### src/rtl/fx_writeback_sequencer_pkg.sv
// Shared types and constants for the FX writeback sequencer: unit codes,
// register-file address map, the buffered packet layout and the issue states.
package fx_writeback_sequencer_pkg;

  localparam logic [1:0] FX_UNIT_CODE = 2'd0;
  localparam logic [1:0] LS_UNIT_CODE = 2'd1;
  localparam logic [1:0] BR_UNIT_CODE = 2'd2;
  localparam logic [1:0] CR_UNIT_CODE = 2'd3;

  localparam int ADDR_W          = 6;
  localparam int DATA_W          = 64;
  localparam int NIBBLE_W        = 4;
  localparam int GPR_BASE        = 0;
  localparam int GPR_COUNT       = 32;
  localparam int CR_BASE_DEFAULT = 32;
  localparam int CR_FIELD_COUNT  = 8;

  // Data fields use big-endian bit numbering: bit 0 is the MSB.
  typedef struct packed {
    logic              en1;
    logic              en2;
    logic [ADDR_W-1:0] addr1;
    logic [ADDR_W-1:0] addr2;
    logic [0:DATA_W-1] val1;
    logic [0:NIBBLE_W-1] nibble;
  } wb_packet_t;

  localparam int PACKET_W = $bits(wb_packet_t);

  typedef enum logic [1:0] {
    ST_IDLE = 2'd0,
    ST_W1   = 2'd1,
    ST_W2   = 2'd2
  } issue_state_e;

  function automatic logic addr_in_range(input logic [ADDR_W-1:0] addr,
                                         input int lo, input int count);
    return (int'(addr) >= lo) && (int'(addr) < lo + count);
  endfunction

endpackage

### src/rtl/fx_writeback_sequencer_sync_fifo.sv
// Small packet FIFO with a combinational view of the head and the entry behind
// it, so the issue logic can move to the next packet without a bubble.
module fx_writeback_sequencer_sync_fifo #(
  parameter int WIDTH = 8,
  parameter int DEPTH = 4
) (
  input  logic                   clock_i,
  input  logic                   reset_i,
  input  logic                   push_i,
  input  logic [WIDTH-1:0]       data_i,
  input  logic                   pop_i,
  output logic [WIDTH-1:0]       head_o,
  output logic [WIDTH-1:0]       next_o,
  output logic [$clog2(DEPTH):0] count_o,
  output logic                   full_o,
  output logic                   empty_o
);
  localparam int PTR_W = $clog2(DEPTH);
  localparam int CNT_W = PTR_W + 1;

  logic [WIDTH-1:0] mem_q [DEPTH];
  logic [PTR_W-1:0] wr_ptr_q, wr_ptr_d;
  logic [PTR_W-1:0] rd_ptr_q, rd_ptr_d;
  logic [PTR_W-1:0] rd_next_ptr;
  logic [CNT_W-1:0] count_q, count_d;
  logic             do_push, do_pop;

  assign full_o      = (count_q == CNT_W'(DEPTH));
  assign empty_o     = (count_q == '0);
  assign count_o     = count_q;
  assign do_push     = push_i && !full_o;
  assign do_pop      = pop_i && !empty_o;
  assign rd_next_ptr = rd_ptr_q + PTR_W'(1);
  assign head_o      = mem_q[rd_ptr_q];
  assign next_o      = mem_q[rd_next_ptr];

  always_comb begin
    wr_ptr_d = wr_ptr_q;
    rd_ptr_d = rd_ptr_q;
    count_d  = count_q;
    if (do_push) wr_ptr_d = wr_ptr_q + PTR_W'(1);
    if (do_pop)  rd_ptr_d = rd_next_ptr;
    case ({do_push, do_pop})
      2'b10:   count_d = count_q + CNT_W'(1);
      2'b01:   count_d = count_q - CNT_W'(1);
      default: count_d = count_q;
    endcase
  end

  // Storage carries no reset; only the pointers define what is valid.
  always_ff @(posedge clock_i) begin
    if (do_push) mem_q[wr_ptr_q] <= data_i;
  end

  always_ff @(posedge clock_i or negedge reset_i) begin
    if (!reset_i) begin
      wr_ptr_q <= '0;
      rd_ptr_q <= '0;
      count_q  <= '0;
    end else begin
      wr_ptr_q <= wr_ptr_d;
      rd_ptr_q <= rd_ptr_d;
      count_q  <= count_d;
    end
  end

endmodule

### src/rtl/fx_writeback_sequencer.sv
// Buffers FX result packets and serialises them onto the single register-file
// write port, reg1 (GPR) slot first, then reg2 (CR field) slot.
module fx_writeback_sequencer
  import fx_writeback_sequencer_pkg::*;
#(
  parameter int         DEPTH      = 4,
  parameter logic [1:0] FXUnitCode = FX_UNIT_CODE,
  parameter int         CRBase     = CR_BASE_DEFAULT
) (
  input  logic        clock_i,
  input  logic        reset_i,
  input  logic        valid_i,
  output logic        ready_o,
  input  logic [1:0]  functionalUnitCode_i,
  input  logic        reg1WritebackEnable_i,
  input  logic        reg2WritebackEnable_i,
  input  logic [5:0]  reg1WritebackAddress_i,
  input  logic [5:0]  reg2WritebackAddress_i,
  input  logic [0:63] reg1WritebackVal_i,
  input  logic [0:63] reg2WritebackVal_i,
  output logic        regWriteEnable_o,
  output logic [5:0]  regWriteAddress_o,
  output logic [0:63] regWriteVal_o,
  output logic        busy_o,
  output logic [7:0]  droppedCount_o
);
  localparam int CNT_W = $clog2(DEPTH) + 1;

  wb_packet_t       pkt_in;
  wb_packet_t       fifo_head;
  wb_packet_t       fifo_next;
  wb_packet_t       cur_pkt;
  logic             accept;
  logic             fifo_push, fifo_pop;
  logic             fifo_full, fifo_empty;
  logic [CNT_W-1:0] fifo_count;
  logic             has_next, start_new, slot_ok;
  logic             unused_val2_bits;

  issue_state_e state_q, state_d;
  logic         wen_q, wen_d;
  logic [5:0]   waddr_q, waddr_d;
  logic [0:63]  wval_q, wval_d;
  logic [7:0]   dropped_q, dropped_d;

  assign unused_val2_bits = ^reg2WritebackVal_i[4:63];

  always_comb begin
    pkt_in.en1    = reg1WritebackEnable_i;
    pkt_in.en2    = reg2WritebackEnable_i;
    pkt_in.addr1  = reg1WritebackAddress_i;
    pkt_in.addr2  = reg2WritebackAddress_i;
    pkt_in.val1   = reg1WritebackVal_i;
    pkt_in.nibble = reg2WritebackVal_i[0:3];
  end

  // Packets with no enables are accepted but never occupy a FIFO entry.
  assign ready_o   = !fifo_full;
  assign accept    = valid_i && ready_o && (functionalUnitCode_i == FXUnitCode);
  assign fifo_push = accept && (reg1WritebackEnable_i || reg2WritebackEnable_i);
  assign has_next  = (fifo_count > CNT_W'(1));

  fx_writeback_sequencer_sync_fifo #(
    .WIDTH (PACKET_W),
    .DEPTH (DEPTH)
  ) u_fifo (
    .clock_i (clock_i),
    .reset_i (reset_i),
    .push_i  (fifo_push),
    .data_i  (pkt_in),
    .pop_i   (fifo_pop),
    .head_o  (fifo_head),
    .next_o  (fifo_next),
    .count_o (fifo_count),
    .full_o  (fifo_full),
    .empty_o (fifo_empty)
  );

  // The head stays in the FIFO while its last slot is on the port; it is
  // popped on the edge that leaves that slot, issuing the next entry at once.
  always_comb begin
    state_d   = ST_IDLE;
    fifo_pop  = 1'b0;
    start_new = 1'b0;
    cur_pkt   = fifo_head;
    slot_ok   = 1'b0;
    wen_d     = 1'b0;
    waddr_d   = '0;
    wval_d    = '0;
    dropped_d = dropped_q;

    case (state_q)
      ST_IDLE: start_new = !fifo_empty;
      ST_W1: begin
        if (fifo_head.en2) begin
          state_d = ST_W2;
        end else begin
          fifo_pop  = 1'b1;
          start_new = has_next;
        end
      end
      ST_W2: begin
        fifo_pop  = 1'b1;
        start_new = has_next;
      end
      default: state_d = ST_IDLE;
    endcase

    if (start_new) begin
      cur_pkt = (state_q == ST_IDLE) ? fifo_head : fifo_next;
      state_d = cur_pkt.en1 ? ST_W1 : ST_W2;
    end

    // A reserved address still consumes its slot so ordering is unchanged.
    case (state_d)
      ST_W1: begin
        slot_ok = addr_in_range(cur_pkt.addr1, GPR_BASE, GPR_COUNT);
        if (slot_ok) begin
          wen_d   = 1'b1;
          waddr_d = cur_pkt.addr1;
          wval_d  = cur_pkt.val1;
        end
      end
      ST_W2: begin
        slot_ok = addr_in_range(cur_pkt.addr2, CRBase, CR_FIELD_COUNT);
        if (slot_ok) begin
          wen_d   = 1'b1;
          waddr_d = cur_pkt.addr2;
          wval_d  = {cur_pkt.nibble, 60'b0};
        end
      end
      default: slot_ok = 1'b1;
    endcase

    if (!slot_ok && (dropped_q != 8'hFF)) dropped_d = dropped_q + 8'd1;
  end

  always_ff @(posedge clock_i or negedge reset_i) begin
    if (!reset_i) begin
      state_q   <= ST_IDLE;
      wen_q     <= 1'b0;
      waddr_q   <= '0;
      wval_q    <= '0;
      dropped_q <= '0;
    end else begin
      state_q   <= state_d;
      wen_q     <= wen_d;
      waddr_q   <= waddr_d;
      wval_q    <= wval_d;
      dropped_q <= dropped_d;
    end
  end

  assign regWriteEnable_o  = wen_q;
  assign regWriteAddress_o = waddr_q;
  assign regWriteVal_o     = wval_q;
  assign droppedCount_o    = dropped_q;
  assign busy_o            = !fifo_empty || (state_q != ST_IDLE);

endmodule

### config.mk
export PLATFORM = sky130hd
export DESIGN_NAME = fx_writeback_sequencer
export DESIGN_NICKNAME = d
export VERILOG_FILES = /design/src/rtl/fx_writeback_sequencer_pkg.sv /design/src/rtl/fx_writeback_sequencer_sync_fifo.sv /design/src/rtl/fx_writeback_sequencer.sv
export SDC_FILE = /design/constraint.sdc
export NUM_CORES = 1
export LEC_CHECK = 0
export BUFFER_PORTS_ARGS = -buffer_cell sky130_fd_sc_hd__buf_2
export CORE_AREA = 2 2 172 216
export CTS_BUF_LIST = sky130_fd_sc_hd__clkbuf_8
export CTS_CLUSTER_DIAMETER = 200
export CTS_CLUSTER_SIZE = 10
export DETAILED_ROUTE_END_ITERATION = 10
export DIE_AREA = 0 0 174 218
export GPL_TIMING_DRIVEN = 1
export PLACE_DENSITY = 0.67
export SLEW_MARGIN = 30
export SYNTH_ARGS = -nofsm -noshare
export SYNTH_HDL_FRONTEND = slang
export SYNTH_HIERARCHICAL = 1
export SYNTH_SLANG_ARGS = --single-unit
### constraint.sdc
create_clock -name clock_i -period 8.1 [get_ports clock_i]
set_input_delay 0.81 -clock clock_i [delete_from_list [all_inputs] [get_ports clock_i]]
set_output_delay 0.81 -clock clock_i [all_outputs]
set_load 0.02 [all_outputs]
# Word level (Yosys, flattened, before mapping)
# Memories as Yosys holds them, arrays and structs flattened.
# Cells that the tools add are included.
# word_totals
mem_bits_rw,328
mem_count,1
register_bits,88
output_inout_bits,81
latchBits,0
rom_bits,0
elab_cells,66
# memory_table
memory,depth,width,read_ports,rd_clocked_by_memory_dff,wr,line,source
u_fifo.mem_q,4,82,2,0,1,fx_writeback_sequencer_sync_fifo.sv:21,logic [WIDTH-1:0] mem_q [DEPTH];
# op_classes
n_bitwise,0
shift,0
n_mul,0
mux,23
n_addsub,5
reduce_logical,17
n_lt_le_gt_ge,4
n_div,0
eq_ne,8
# ops
cell,count
2-to-1 mux 64 bit,2
case mux 64 bit (2 select lines),1
2-to-1 mux 82 bit,1
2-to-1 mux 80 bit,1
"less-than comparator 6 bit, second input constant",2
2-to-1 mux 6 bit,2
case mux 6 bit (2 select lines),1
"adder 8 x 1 -> 8 bit, second input constant",1
2-to-1 mux 2 bit,4
"!= test 8 bit, second input constant",1
logical AND 1 bit,7
"== test 2 x 1 -> 1 bit, second input constant",3
"== test 2 bit, second input constant",3
">= comparator 6 bit, second input constant",1
2-to-1 mux 1 bit,6
case mux 1 bit (2 select lines),3
case mux 3 bit (2 select lines),1
"adder 2 x 1 -> 2 bit, second input constant",2
logical NOT 2 bit,2
nonzero test 2 bit,2
"adder 3 x 1 -> 3 bit, second input constant",1
"== test 3 bit, second input constant",1
"> comparator 3 x 1 -> 1 bit, second input constant",1
logical NOT 1 bit,3
other kinds (4),5

# Logic depth before layout (Yosys ltp)
# Gate-level depths: netlist of run 1.
# logic_depth
ltp_word,9
ltp_mapped,13
mapped_depth_nobuf,11

# Cells and area by module
# The synthesis of run 1 kept the hierarchy.
# modules_own_cells
module,cells_each,n_inst,area_each_um2
fx_writeback_sequencer_sync_fifo,566,1,14258.7
fx_writeback_sequencer,320,1,3502.1

# Least setup slack after synthesis of run 1
# OpenSTA, ideal clock, no wires.
# synth_timing
kind,input to register
startpoint,input port functionalUnitCode_i[1]
endpoint,"memory u_fifo/mem_q[0][0] in the netlist's numbering, enable pin"
t_arrival_ps,3349
path_slack_ps,4302
required_time_ps,7651
path_buffers,0
path_stages,4
cell_sequence,nor2_1 > o2111a_1 > nor2b_1 > and2_1
# synth_via
elab_chain_cells,6
# synth_lines
item,line,source
start: declaration,fx_writeback_sequencer.sv:14,"input logic [1:0] functionalUnitCode_i,"
logical NOT 2 bit,fx_writeback_sequencer.sv:59,assign accept = valid_i && ready_o && (functionalUnitCode_i == FXUnitCode);
logical AND 1 bit,fx_writeback_sequencer.sv:59,
logical AND 1 bit,fx_writeback_sequencer.sv:60,assign fifo_push = accept && (reg1WritebackEnable_i || reg2WritebackEnable_i);
net fifo_push,fx_writeback_sequencer.sv:34,"logic fifo_push, fifo_pop;"
logical AND 1 bit,fx_writeback_sequencer_sync_fifo.sv:31,assign do_push = push_i && !full_o;
2-to-1 mux 1 bit,fx_writeback_sequencer_sync_fifo.sv:52,if (do_push) mem_q[wr_ptr_q] <= data_i;
2-to-1 mux 1 bit (not written as such),fx_writeback_sequencer_sync_fifo.sv:52,
end: declaration,fx_writeback_sequencer_sync_fifo.sv:21,
# The timed path passes the listed nets, and every way through them passes these cells.

==> flow_summary_export.csv, run 1 <==
group,metric,value,unit
floorplan,initial_core_util,49.39,%
floorplan,rows,78,
pwr,leakage,7.185,nW
clock_tree,cts_tree,"built",
clock_tree,htree_levels,2,
pwr,power_density,334.1,nW/um2
floorplan,die_y,218,um
pwr,peakVddDrop,0.2678,mV
detailed_routing,ant_nets,0,
synthesis,avgSynthCellArea,20.04,um2
critical_path,required,8580,ps
critical_path,worstPathMaxFanout,70,
timing,setup_viol,0,
finish,ff_latch_area,12060,um2
detailed_routing,post_drt_wl_per_cell,22.62,um
floorplan,die_area,37930,um2
grt,grt.met1_usage,24.31,%
grt,grt_overflow_total,0,
clock_tree,cts_buffers,47,
detailed_routing,routed_wl,35690,um
clock_tree,clkLatencyLatePin,600,ps
synthesis,syn_nets,1043,
detailed_routing,drcViolationCount,0,
finish,drive_above_1_share,38.12,%
timing,final.setup.tns,0,ps
timing,setup_ws,3709,ps
synthesis,yosys_warnings,6,
finish,multi_input_area,5291,um2
outcome,outcome,"finished clean",
grt,grt_pass1_wl,55700,um
finish,stdcell_area,19820,um2
detailed_routing,dr.first_iter.drc_count,654,
clock_tree,cts-root-buf,"clkbuf_8",
floorplan,die_w,174,um
place,pre_cts_ws,3636,ps
timing,fin_crit_sh,54.20,%
detailed_routing,viasPerCell,5.841,
finish,fin_nets,1215,
timing,hold_violations,0,
grt,met3_usage,4.236,%
grt,grt_use_met2,33.36,%
critical_path,crit_top_cell,"buf_4",
synthesis,netlist_instances,885,
grt,grt_pass1_vias,9789,
clock_tree,cts_resized,0,
synthesis,netlist_area,17740,um2
clock_tree,clkSinkCount,416,
critical_path,cp.arrival,4870,ps
timing,skew,14.82,ps
finish,area_growth,11.74,%
finish,num-fill-cells,2840,
clock_tree,cts.path.max_buffers,3,
grt,busiest_layer,"met2",
floorplan,core,35910,um2
finish,layout.cells.non_filler,1578,
timing,timing.fmax,0.2278,GHz
place,globalplace.congestion,0.7420,
place,io_buffer_count,167,
timing,holdWs,185.8,ps
clock_tree,clk_pin_slew_worst_paths,70,ps
worst_hold_path,hold_class,"in -> async",
grt,grt_start_max_net_pins,71,
timing,worstMarginPinSlew,964.5,ps
timing,report.final.slew_viol_count,0,
job,cap_violations,0,
clock_tree,cts_hold_buf,0,
detailed_routing,vias,9217,
clock_tree,postCtsSetupRepairBufs,0,
critical_path,worstSetupStartpointType,"flip-flop",
place,dp.cells,1487,
critical_path,cpMaxStageDelayCell,"dfrtp_4",
grt,antenna_found_initial,8,
critical_path,criticalPathCategory,"reg -> reg",
floorplan,ioPinCount,228,
detailed_routing,firstDrtPassIters,7,
critical_path,cp-end-kind,"flip-flop",
timing,relSlewSlack,35.70,%
grt,grt_usage,19.30,%
timing,period_minus_slack,4391,ps
critical_path,slowest_delay,850,ps
place,post_dp_cell_area,18950,um2
timing,grt_setup_unrepaired,"false",
critical_path,cp_cell_sequence,"buf_4 -> mux4_2 -> nand2_1 -> o21ai_0 -> o211ai_4 -> buf_4 -> o221ai_2 -> nor2_1 -> mux2_2",
place,dp_hpwl,20000,um
## power breakdown
| part | total, mW | switching (mW) | internal, mW |
|---|---|---|---|
| Combinational | 2.62 | 1.43 | 1.20 |
| Sequential | 2.72 | 0.170 | 2.55 |
| Clock | 1.28 | 0.708 | 0.573 |
| Total | 6.62 | 2.30 | 4.32 |
## worst paths after layout
| check | slack [ps] | cells after the start | endpoint | start |
|---|---|---|---|---|
| worst min-delay path | 190 | 1 | regWriteVal_o[0]$_DFF_PN0_ | reset_i |
| worst max register to register | 3710 | 9 | droppedCount_o[1]$_DFFE_PN0P_ | u_fifo/rd_ptr_q[0]$_DFFE_PN0P_ |
| worst min register to register | 490 | 1 | droppedCount_o[6]$_DFFE_PN0P_ | droppedCount_o[6]$_DFFE_PN0P_ |
| min in group clock_i | 410 | 1 | u_fifo/mem_q[3][36]$_DFFE_PP_ | reg1WritebackVal_i[31] |
| worst max-delay path | 3710 | 9 | droppedCount_o[1]$_DFFE_PN0P_ | u_fifo/rd_ptr_q[0]$_DFFE_PN0P_ |
| max in group asynchronous | 6830 | 3 | u_fifo/rd_ptr_q[0]$_DFFE_PN0P_ | reset_i |
## flip-flops by register name (all words and copies together) (netlist names)
signal / cells
u_fifo/count_o: 3
u_fifo/mem_q: 328
droppedCount_o: 8
u_fifo/rd_ptr_q: 2
regWriteEnable_o: 1
regWriteVal_o: 64
state_q: 2
u_fifo/wr_ptr_q: 2
regWriteAddress_o: 6
## stage by stage
step	util [%]	total power [mW]
global route	55.18	7.029
finish	55.19	6.623
global placement	52.72	5.379
floorplan	-	4.841
CTS	55.09	6.720
detailed placement	52.77	5.437
## worst max-delay path, delay by kind of cell, from the launching register on
family | cells | cell delay, ps
muxes | 2 | 760
AOI/OAI and AO/OA | 3 | 680
buffers and inverters | 2 | 1560
DFF | 1 | 850
and+or+nand+nor | 2 | 350
## layout by cell type (no fill, tap or decap), drive strengths merged, types with 2 or more instances in the layout
cell	instances
inv	47
nor4	3
nor2	69
a21boi	2
xor2	10
clkinvlp	3
mux2i	8
nor4b	2
nand3	3
mux2	2
a22oi	62
edfxtp	328
dfrtp	88
o21ai	2
diode	4
buf	182
o22ai	7
nand2	11
ha	10
mux4	163
nand2b	2
clkbuf	47
and2	6
nor3	3
nor3b	9
xnor2	3
a21oi	9
## per-layer routing
layer  vias up  share of wire [%]  routed length [um]
met3        60                6.6                2338
met5         -              0.092                  33
li1       4009                  -                   -
met2       298                 52               18470
met4         6                2.4                 847
met1      4844                 39               14000
## cell type report
class / instances / share of cell area, %
Inverter: 12 / 0.2399
Sequential cell: 416 / 60.84
Clock buffer: 47 / 3.263
Antenna cell: 4 / 0.05050
Clock inverter: 39 / 0.9279
Timing Repair Buffer: 182 / 4.955
Tap cell: 480 / 3.030
Multi-Input combinational cell: 398 / 26.69
Note: power is estimated with default switching activity, not from simulation.
==> run 2, diff against run 1 <==
- clock period: 8.1 -> 4.57 ns (I/O delays scaled with it)
==> run 2 against run 1 <==
  * Global-route usage increased by 0.15 points
  * Clock-buffer cell count is 2 higher
  * Final cell count up 0.57%
  * Critical endpoint unchanged
  * Setup slack got worse by 2500 ps
  * Highest routed layer unchanged
  * Fmax rose by 29%
==> flow_summary_export.csv, run 2 (synthesis gave the netlist of run 1 again) <==
group,metric,value,unit
outcome,outcome,"finished clean",
detailed_routing,ant_nets,0,
timing,setup_ws,1170,ps
finish,ff_latch_area,12060,um2
place,pre_cts_ws,1288,ps
place,io_buffer_count,167,
pwr,total_power,11.80,mW
finish,final_common_cell,"edfxtp_1",
detailed_routing,firstDrtPassIters,4,
place,dp_hpwl,21040,um
critical_path,cp-end-kind,"flip-flop",
clock_tree,cts_resized,0,
critical_path,path_buf_inv,1,
clock_tree,clkSinkCount,416,
worst_hold_path,hold_path.startpoint,"reg1WritebackVal_i[36]",
finish,layout.cells.non_filler,1587,
place,globalplace.congestion,0.7272,
finish,multi_input_area,5291,um2
pwr,power_frac_comb,39.9,%
worst_hold_path,hold_class,"in -> reg",
grt,antenna_found_initial,12,
finish,area_growth,12.14,%
finish,num-fill-cells,2830,
floorplan,ioPinCount,228,
finish,drive_above_1_share,38.27,%
finish,regMostFlops,"u_fifo/mem_q",
critical_path,r2r-end,"droppedCount_o[1]$_DFFE_PN0P_",
pwr,p_sw_share,34.56,%
finish,final_util,55.39,%
finish,largest_reg_flops,328,
detailed_routing,post_drt_wl_per_cell,22.82,um
clock_tree,cts_buffers,47,
clock_tree,cts-root-buf,"clkbuf_8",
pwr,p_switching,4.078,mW
critical_path,crit_family,"multiplexers",
critical_path,worstPathMaxFanout,164,
timing,report.final.slew_viol_count,0,
clock_tree,cts_tree,"built",
critical_path,cpMaxStageDelayCell,"mux4_2",
clock_tree,clk_pin_slew_worst_paths,70,ps
pwr,power_frac_seq,40.7,%
timing,hold_violations,0,
critical_path,crit-reg2reg-launch,"u_fifo/rd_ptr_q[0]$_DFFE_PN0P_",
timing,timing.fmax,0.2941,GHz
floorplan,die_area,37930,um2
floorplan,die_w,174,um
grt,grt_overflow_total,0,
grt,grt_start_max_net_pins,165,
grt,grt_pass1_wl,56270,um
pwr,power_frac_clock,19.5,%
timing,fin_crit_sh,74.41,%
pwr,power_density,593.1,nW/um2
detailed_routing,viasPerCell,5.851,
grt,grt_pass1_vias,9755,
floorplan,initial_core_util,49.39,%
pwr,leakage,7.238,nW
job,cap_violations,0,
worst_hold_path,hold_path_depth,1,
detailed_routing,dr.first_iter.drc_count,747,
timing,holdWs,72.86,ps
floorplan,core,35910,um2
critical_path,rrSetupSlack,1170,ps
detailed_routing,routed_wl,36210,um
critical_path,criticalPathCategory,"reg -> reg",
critical_path,slowest_delay,560,ps
critical_path,cp.arrival,3870,ps
finish,layout_common_cells,"328 x edfxtp_1, 166 x buf_2, 163 x mux4_2",
finish,fin_nets,1221,
pwr,intPower,7.720,mW
pwr,peakVddDrop,0.5417,mV
critical_path,worst-path-stages,7,
grt,grt_usage,19.45,%
detailed_routing,vias,9285,
timing,period_minus_slack,3400,ps
timing,relSlewSlack,23.63,%
worst_hold_path,hold_end,"u_fifo/mem_q[3][31]$_DFFE_PP_",
place,post_dp_cell_area,19020,um2
clock_tree,cts.path.max_buffers,3,
detailed_routing,drcViolationCount,0,
timing,grt_setup_unrepaired,"false",
critical_path,required,5040,ps
finish,stdcell_area,19890,um2
timing,final.setup.tns,0,ps
floorplan,rows,78,
clock_tree,clkLatencyLatePin,590,ps
critical_path,worstSetupStartpointType,"flip-flop",
place,dp.cells,1493,
timing,worstMarginPinSlew,1146,ps
critical_path,cp_cell_sequence,"buf_12 -> mux4_2 -> nand2_1 -> o211ai_4 -> o221ai_2 -> nor2_1 -> mux2_2",
clock_tree,htree_levels,2,
floorplan,die_y,218,um
timing,skew,20.83,ps
timing,setup_viol,0,
critical_path,worst_r2r_path_depth,7,
run 2: cell types whose count changed in the layout (fill, tap and decap cells not counted), sizes merged:
cell / previous run / this run
buf: 182 / 187
diode: 4 / 7
dlygate4sd3: 0 / 1
clkbuf: 47 / 49
inv: 47 / 48
clkinvlp: 3 / 0
run 2: area by class of cell:
type	instances	share of cell area (%)
Sequential cell	416	60.62
Clock buffer	49	3.390
Inverter	12	0.2390
Antenna cell	7	0.08806
Tap cell	480	3.019
Clock inverter	37	0.8303
Timing Repair Buffer	188	5.208
Multi-Input combinational cell	398	26.60
run 2: worst max-delay path by stage:
stage	from	end
floorplan	u_fifo/count_o[2]$_DFFE_PN0P_	u_fifo/mem_q[0][0]$_DFFE_PP_
global placement	u_fifo/rd_ptr_q[0]$_DFFE_PN0P_	droppedCount_o[1]$_DFFE_PN0P_
detailed placement	u_fifo/rd_ptr_q[0]$_DFFE_PN0P_	droppedCount_o[1]$_DFFE_PN0P_
CTS	u_fifo/rd_ptr_q[0]$_DFFE_PN0P_	droppedCount_o[1]$_DFFE_PN0P_
global route	u_fifo/rd_ptr_q[1]$_DFFE_PN0P_	regWriteVal_o[52]$_DFF_PN0_
finish	u_fifo/rd_ptr_q[0]$_DFFE_PN0P_	droppedCount_o[1]$_DFFE_PN0P_
run 2: what timing repair did:
action	in CTS	in global routing
hold endpoints to repair	44	0
setup buffers	0	0
hold buffers	1	0
run 2: power groups by stage:
stage	clock network (mW)	logic [mW]	registers [mW]
2_1_floorplan	0	3.50	5.08
3_5_place_dp	0	4.77	4.88
6_report	2.30	4.70	4.80
5_1_grt	2.53	5.10	4.85
4_1_cts	2.38	4.78	4.81
3_3_place_gp	0	4.69	4.87
run 2: layer usage:
layer  up-vias  share of wire [%]  GRT usage (%)
met1      4876                 39          24.29
li1       4023                  -              -
met2       300                 53          33.88
met3        76                5.9          3.853
met4        10                2.6          7.255
met5         -               0.17              0
